`config.mk`:
```
export PLATFORM = sky130hd
export DESIGN_NAME = datapath
export DESIGN_NICKNAME = d
export VERILOG_FILES = /design/src/rtl/datapath.sv
export SDC_FILE = /design/constraint.sdc
export NUM_CORES = 2
export LEC_CHECK = 0
export ABC_AREA = 1
export ABC_CLOCK_PERIOD_IN_PS = 34400
export BUFFER_PORTS_ARGS = -buffer_cell sky130_fd_sc_hd__buf_2
export CORE_MARGIN = 4
export CORE_UTILIZATION = 55
export CTS_BUF_LIST = sky130_fd_sc_hd__clkbuf_4 sky130_fd_sc_hd__clkbuf_8
export DETAILED_ROUTE_END_ITERATION = 8
export HOLD_SLACK_MARGIN = 0.03
export PLACE_DENSITY = 0.76
export SLEW_MARGIN = 0
export SYNTH_ARGS = -nofsm -noshare
export SYNTH_HDL_FRONTEND = slang
export SYNTH_SLANG_ARGS = --single-unit
```
`constraint.sdc`:
```
create_clock -name Clock -period 34.4 [get_ports Clock]
set_input_delay 3.44 -clock Clock [delete_from_list [all_inputs] [get_ports Clock]]
set_output_delay 3.44 -clock Clock [all_outputs]
set_load 0.02 [all_outputs]
```
`src/rtl/datapath.sv`:
```
// datapath: 32-bit single-bus CPU datapath (R0-R15, HI, LO, PC, IR, MAR, MDR, Y, Z, Inport, C) with ALU.
// Optional macro DATAPATH_MULDIV_EN adds the signed multiplier (01110) and divider (01111).
`default_nettype none

module datapath (
    input  logic        Clock,
    input  logic        clear,
    input  logic        Read,
    input  logic        IncPC,
    input  logic [4:0]  opcode,
    input  logic        R0in,
    input  logic        R1in,
    input  logic        R2in,
    input  logic        R3in,
    input  logic        R4in,
    input  logic        R5in,
    input  logic        R6in,
    input  logic        R7in,
    input  logic        R8in,
    input  logic        R9in,
    input  logic        R10in,
    input  logic        R11in,
    input  logic        R12in,
    input  logic        R13in,
    input  logic        R14in,
    input  logic        R15in,
    input  logic        HIin,
    input  logic        LOin,
    input  logic        Yin,
    input  logic        Zin,
    input  logic        PCin,
    input  logic        IRin,
    input  logic        MARin,
    input  logic        MDRin,
    input  logic        Inportin,
    input  logic        Cin,
    input  logic        R0out,
    input  logic        R1out,
    input  logic        R2out,
    input  logic        R3out,
    input  logic        R4out,
    input  logic        R5out,
    input  logic        R6out,
    input  logic        R7out,
    input  logic        R8out,
    input  logic        R9out,
    input  logic        R10out,
    input  logic        R11out,
    input  logic        R12out,
    input  logic        R13out,
    input  logic        R14out,
    input  logic        R15out,
    input  logic        HIout,
    input  logic        LOout,
    input  logic        Yout,
    input  logic        Zhighout,
    input  logic        Zlowout,
    input  logic        PCout,
    input  logic        IRout,
    input  logic        MARout,
    input  logic        MDRout,
    input  logic        Inportout,
    input  logic        Cout,
    input  logic [31:0] Mdatain,
    output logic [31:0] BusMuxOut
);

    localparam logic [4:0] OP_ADD  = 5'b00011;
    localparam logic [4:0] OP_SUB  = 5'b00100;
    localparam logic [4:0] OP_AND  = 5'b00101;
    localparam logic [4:0] OP_OR   = 5'b00110;
    localparam logic [4:0] OP_SHR  = 5'b00111;
    localparam logic [4:0] OP_SHRA = 5'b01000;
    localparam logic [4:0] OP_SHL  = 5'b01001;
    localparam logic [4:0] OP_ROR  = 5'b01010;
    localparam logic [4:0] OP_ROL  = 5'b01011;
    localparam logic [4:0] OP_MUL  = 5'b01110;
    localparam logic [4:0] OP_DIV  = 5'b01111;
    localparam logic [4:0] OP_NEG  = 5'b10000;
    localparam logic [4:0] OP_NOT  = 5'b10001;

    logic [15:0] rin;
    logic [15:0] rout;
    logic [31:0] bus;

    logic [31:0] rf_q [16];
    logic [31:0] rf_d [16];
    logic [31:0] hi_q, hi_d;
    logic [31:0] lo_q, lo_d;
    logic [31:0] y_q, y_d;
    logic [63:0] z_q, z_d;
    logic [31:0] pc_q, pc_d;
    logic [31:0] ir_q, ir_d;
    logic [31:0] mar_q, mar_d;
    logic [31:0] mdr_q, mdr_d;
    logic [31:0] inport_q, inport_d;
    logic [31:0] c_q, c_d;

    logic [63:0] alu_res;
    logic [4:0]  shamt;
    logic [5:0]  shamt_inv;
    logic [31:0] shra_res;

    assign rin  = {R15in, R14in, R13in, R12in, R11in, R10in, R9in, R8in,
                   R7in, R6in, R5in, R4in, R3in, R2in, R1in, R0in};
    assign rout = {R15out, R14out, R13out, R12out, R11out, R10out, R9out, R8out,
                   R7out, R6out, R5out, R4out, R3out, R2out, R1out, R0out};

    // Lowest-numbered register wins, then the special registers in fixed order.
    always_comb begin
        bus = '0;
        if (|rout) begin
            for (int i = 15; i >= 0; i--) begin
                if (rout[i]) bus = rf_q[i];
            end
        end
        else if (HIout)     bus = hi_q;
        else if (LOout)     bus = lo_q;
        else if (Yout)      bus = y_q;
        else if (Zhighout)  bus = z_q[63:32];
        else if (Zlowout)   bus = z_q[31:0];
        else if (PCout)     bus = pc_q;
        else if (IRout)     bus = ir_q;
        else if (MARout)    bus = mar_q;
        else if (MDRout)    bus = mdr_q;
        else if (Inportout) bus = inport_q;
        else if (Cout)      bus = c_q;
    end

    assign BusMuxOut = bus;

    assign shamt     = bus[4:0];
    assign shamt_inv = 6'd32 - {1'b0, shamt};
    assign shra_res  = 32'($signed(y_q) >>> shamt);

`ifdef DATAPATH_MULDIV_EN
    logic [63:0]        mul_a;
    logic [63:0]        mul_b;
    logic [63:0]        mul_res;
    logic signed [31:0] div_q;
    logic signed [31:0] div_r;

    // Sign-extend both operands so the low 64 bits of the product are the signed result.
    assign mul_a   = {{32{y_q[31]}}, y_q};
    assign mul_b   = {{32{bus[31]}}, bus};
    assign mul_res = 64'($signed(mul_a) * $signed(mul_b));
    assign div_q   = (bus == 32'd0) ? 32'sd0 : $signed(y_q) / $signed(bus);
    assign div_r   = (bus == 32'd0) ? 32'sd0 : $signed(y_q) % $signed(bus);
`endif

    always_comb begin
        alu_res = '0;
        if (IncPC) begin
            alu_res = {32'd0, bus + 32'd1};
        end
        else begin
            case (opcode)
                OP_ADD:  alu_res = {32'd0, y_q + bus};
                OP_SUB:  alu_res = {32'd0, y_q - bus};
                OP_AND:  alu_res = {32'd0, y_q & bus};
                OP_OR:   alu_res = {32'd0, y_q | bus};
                OP_SHR:  alu_res = {32'd0, y_q >> shamt};
                OP_SHRA: alu_res = {32'd0, shra_res};
                OP_SHL:  alu_res = {32'd0, y_q << shamt};
                // A shift by 32 yields zero, so a zero rotate amount falls out naturally.
                OP_ROR:  alu_res = {32'd0, (y_q >> shamt) | (y_q << shamt_inv)};
                OP_ROL:  alu_res = {32'd0, (y_q << shamt) | (y_q >> shamt_inv)};
                OP_NEG:  alu_res = {32'd0, 32'd0 - bus};
                OP_NOT:  alu_res = {32'd0, ~bus};
`ifdef DATAPATH_MULDIV_EN
                OP_MUL:  alu_res = mul_res;
                OP_DIV:  alu_res = {div_r, div_q};
`endif
                default: alu_res = '0;
            endcase
        end
    end

    always_comb begin
        for (int i = 0; i < 16; i++) begin
            rf_d[i] = rin[i] ? bus : rf_q[i];
        end
        hi_d     = HIin     ? bus : hi_q;
        lo_d     = LOin     ? bus : lo_q;
        y_d      = Yin      ? bus : y_q;
        z_d      = Zin      ? alu_res : z_q;
        pc_d     = PCin     ? bus : pc_q;
        ir_d     = IRin     ? bus : ir_q;
        mar_d    = MARin    ? bus : mar_q;
        mdr_d    = MDRin    ? (Read ? Mdatain : bus) : mdr_q;
        inport_d = Inportin ? bus : inport_q;
        c_d      = Cin      ? {{13{ir_q[18]}}, ir_q[18:0]} : c_q;
    end

    always_ff @(posedge Clock or posedge clear) begin
        if (clear) begin
            for (int i = 0; i < 16; i++) begin
                rf_q[i] <= '0;
            end
            hi_q     <= '0;
            lo_q     <= '0;
            y_q      <= '0;
            z_q      <= '0;
            pc_q     <= '0;
            ir_q     <= '0;
            mar_q    <= '0;
            mdr_q    <= '0;
            inport_q <= '0;
            c_q      <= '0;
        end
        else begin
            for (int i = 0; i < 16; i++) begin
                rf_q[i] <= rf_d[i];
            end
            hi_q     <= hi_d;
            lo_q     <= lo_d;
            y_q      <= y_d;
            z_q      <= z_d;
            pc_q     <= pc_d;
            ir_q     <= ir_d;
            mar_q    <= mar_d;
            mdr_q    <= mdr_d;
            inport_q <= inport_d;
            c_q      <= c_d;
        end
    end

endmodule

`default_nettype wire

```
==> out/metrics.csv <==
stage,metric,value,unit
run_status,status,"finished, final reports clean",
logic_synthesis,synthesized flop and latch total,819,
layout,fin nets,7213,
layout,layout cells sized above 1,9.283,%
placed_design,Placed Instance Area,51250,µm²
logic_synthesis,Synth Area in Compound Gates,20.46,%
critical_path,WS Path Type,in -> out,
timing,number of hold violations in the final report,0,
layout,post-route design area,54440,µm²
timing,Worst Skew,0.06455,ns
logic_synthesis,"Top FF cell, synth",dfrtp_1,
pwr,power per cell area,62.07,nW/µm²
logic_synthesis,top-count cell post-synth,nand2_1,
timing,Setup TNS,0,ns
worst_hold_path,Worst Hold Launch,rf_q[118]$_DFFE_PP0P_,
grt,number of global-route vias before repair,49042,
logic_synthesis,largest family of logic cells by synthesized area,simple AND/OR/NAND/NOR gates,
route,first-pass iteration count of the detailed router,9,
timing,Final Max Tran Viols,0,
timing,fin crit share,32.56,%
logic_synthesis,Synth Cell Area,50310,µm²
floorplanning,core box area,90420,µm²
grt,total track usage,46.29,%
logic_synthesis,Mean Syn Cell Area,7.059,µm²
route,DR WL/cell,27.17,µm
timing,Tmin final,11.20,ns
route,Detailed Route WL,226.1,mm
route,Vias,53669,
timing,Worst slew margin,10.17,%
timing,Setup WS post-layout,23.20,ns
cts,postcts setup bufs,0,
critical_path,CP Launch Type,input pin,
grt,grt ovf,0,
logic_synthesis,synth warn,0,
timing,fmax,89.29,MHz
route,# DRC,0,
cts,PostCTS Resize Cnt,0,
logic_synthesis,adder-cell share of the synthesized area,2.541,%
logic_synthesis,"top cells by count, synth","nand2_1, o21ai_0, dfrtp_1",
logic_synthesis,Yosys top cell area share,40.73,%
route,Iteration-0 DRC Markers,9097,
logic_synthesis,post-synthesis cell type count,65,
cts,clock latency on the worst-skew pair,0.87,ns
grt,largest net degree at the start of global routing,160,
timing,WHS,0.4791,ns
critical_path,CP Max Fanout,46,
logic_synthesis,ranking of synthesized cells by area,"dfrtp_1, nand2_1, o21ai_0, nand3_1, a21oi_1",
critical_path,critical path arrival,7.76,ns
flow_run,max-cap check violation count,0,
route,Routed Antenna Nets,0,
floorplanning,site row count,110,
placed_design,HPWL after detailed placement,157.5,mm
route,Via density,6.449,
cts,hold buffers post-CTS,0,
grt,initial antenna violation count,14,
worst_hold_path,Hold Path Class,reg -> reg,
grt,first-pass GRT wire length,327.1,mm
cts,H-tree depth,4,
timing,slew at the pin closest to its max-slew limit,1.331,ns
cts,clock tree buffer depth,3,
logic_synthesis,Synth Net Count,7323,
logic_synthesis,mux cell area share after synthesis,0.1989,%
layout,P&R area growth vs syn,8.194,%
logic_synthesis,register area share after synthesis,40.73,%
floorplanning,I/O pin count,126,
logic_synthesis,dominant cell type by area after synthesis,dfrtp_1,
cts,Clock Tree Root,clkbuf_8,
pwr,Leakage,25.78,nW
layout,Layout Utilization,60.20,%
placed_design,final RePlAce weighted congestion,1.061,
logic_synthesis,post-synthesis xor/xnor area fraction,0.4004,%
critical_path,worst setup path start,R0out,
pwr,Worst VDD drop,41.26,µV
timing,RSZ-0062 raised after global routing,no,
floorplanning,Initial Util,55.64,%
critical_path,Reg-to-Reg Start,c_q[18]$_DFFE_PP0P_,
floorplanning,Die X-Extent,310.5,µm
cts,CTS tree,built,
cts,clock sinks,819,
floorplanning,Die Height,310.5,µm
floorplanning,Die Area,96390,µm²
cts,Clock transition at path regs,0.06,ns
logic_synthesis,Mapped Cells,7128,
logic_synthesis,"EDFF count, synth",0,
logic_synthesis,Synth async-reset ratio,100.0,%
placed_design,pre-CTS setup slack,23.37,ns
timing,final setup violation count,0,
critical_path,endpoint class of the critical path,output port,
logic_synthesis,Synth Area in Simple Gates,27.38,%
critical_path,Required @ worst endpoint,30.96,ns
placed_design,Port-buffer cells,125,
cts,total CTS buffers,139,
==> cell families (layout without fill, tap and decap cells) <==
| logic type | count (synthesis) | after routing |
|---|---|---|
| AND/OR/NAND/NOR | 3267 | 3267 |
| multiplexers | 9 | 9 |
| flip-flops | 819 | 819 |
| buffers and inverters | 1038 | 1041 |
| XOR/XNOR | 23 | 23 |
| AO/OA/AOI/OAI | 1871 | 1871 |
| other | 0 | 15 |
| adder cells (fa/ha/maj) | 101 | 101 |
==> stage by stage <==
step | std cells | total power (W)
floorplan | 7128 | 0.001927
global placement | 8053 | 0.002333
detailed placement | 8053 | 0.002346
CTS | 8307 | 0.003319
global route | 8311 | 0.003521
finish | 8322 | 0.003379
==> layer usage <==
layer | GRT usage (%) | share of wire [%]
met1 | 62.95 | 38
met2 | 62.03 | 39
met3 | 18.44 | 15
met4 | 27.21 | 6.8
met5 | 0 | 0.077
==> cell type report <==
| cell class | instances | area [µm²] |
|---|---|---|
| sequential | 819 | 20490 |
| multi-input combinational | 5271 | 25670 |
| antenna | 15 | 37.54 |
| clock buffer | 223 | 2813 |
| inverter | 536 | 2029 |
| fill | 8425 | 35990 |
| clock inverter | 31 | 337.8 |
| timing repair buffer | 251 | 1584 |
| tap | 1176 | 1471 |
==> critical path, cell delays in order <==
cell and delay, ns:
buf_2 0.08, buf_4 0.38, inv_2 0.25, nand2_2 0.47
nor4_4 0.11, nand2_2 0.38, clkinv_2 0.68, nor2_2 0.35
nand2_4 0.09, nand2_4 0.56, buf_4 0.61, buf_2 0.28
==> sequential cells by signal (all words and copies together) (netlist names) <==
signal and cells:
hi_q 32, lo_q 32, c_q 19, rf_q 512
y_q 32, mar_q 32, inport_q 32, mdr_q 32
z_q 32, pc_q 32, ir_q 32
==> worst paths after layout <==
check | slack (ns) | cells after the start | endpoint
hold reg to reg | 0.48 | 2 | rf_q[118]$_DFFE_PP0P_
setup / recovery | 23.20 | 12 | BusMuxOut[1]
hold / removal | 0.48 | 2 | rf_q[118]$_DFFE_PP0P_
max in group asynchronous | 28.17 | 5 | rf_q[165]$_DFFE_PP0P_
setup reg to reg | 27.25 | 29 | z_q[26]$_DFFE_PP0P_
min in group asynchronous | 2.72 | 2 | rf_q[337]$_DFFE_PP0P_
==> layout by cell type, fill, tap and decap left out, types with 20 or more instances in the layout <==
master	count
buf_4	125
nor3_1	20
o21ai_0	1084
ha_1	98
a221oi_1	58
inv_2	40
o211ai_1	100
nand4_1	44
clkbuf_8	182
clkbuf_4	41
dfrtp_1	819
nand2_1	1989
a21oi_1	392
buf_2	125
inv_1	478
nand2_2	30
nor2_1	336
o21ai_1	58
o221ai_1	27
o22ai_1	54
nand3_1	769
==> report_power, final <==
group | internal (W) | leakage (nW) | switching, W
logic | 0.000303 | 14.0 | 0.000887
registers | 0.00112 | 10.1 | 0.0000912
clock network | 0.000543 | 1.66 | 0.000439
total | 0.00196 | 25.8 | 0.00142
No activity file was read; power rests on OpenSTA's default activity.
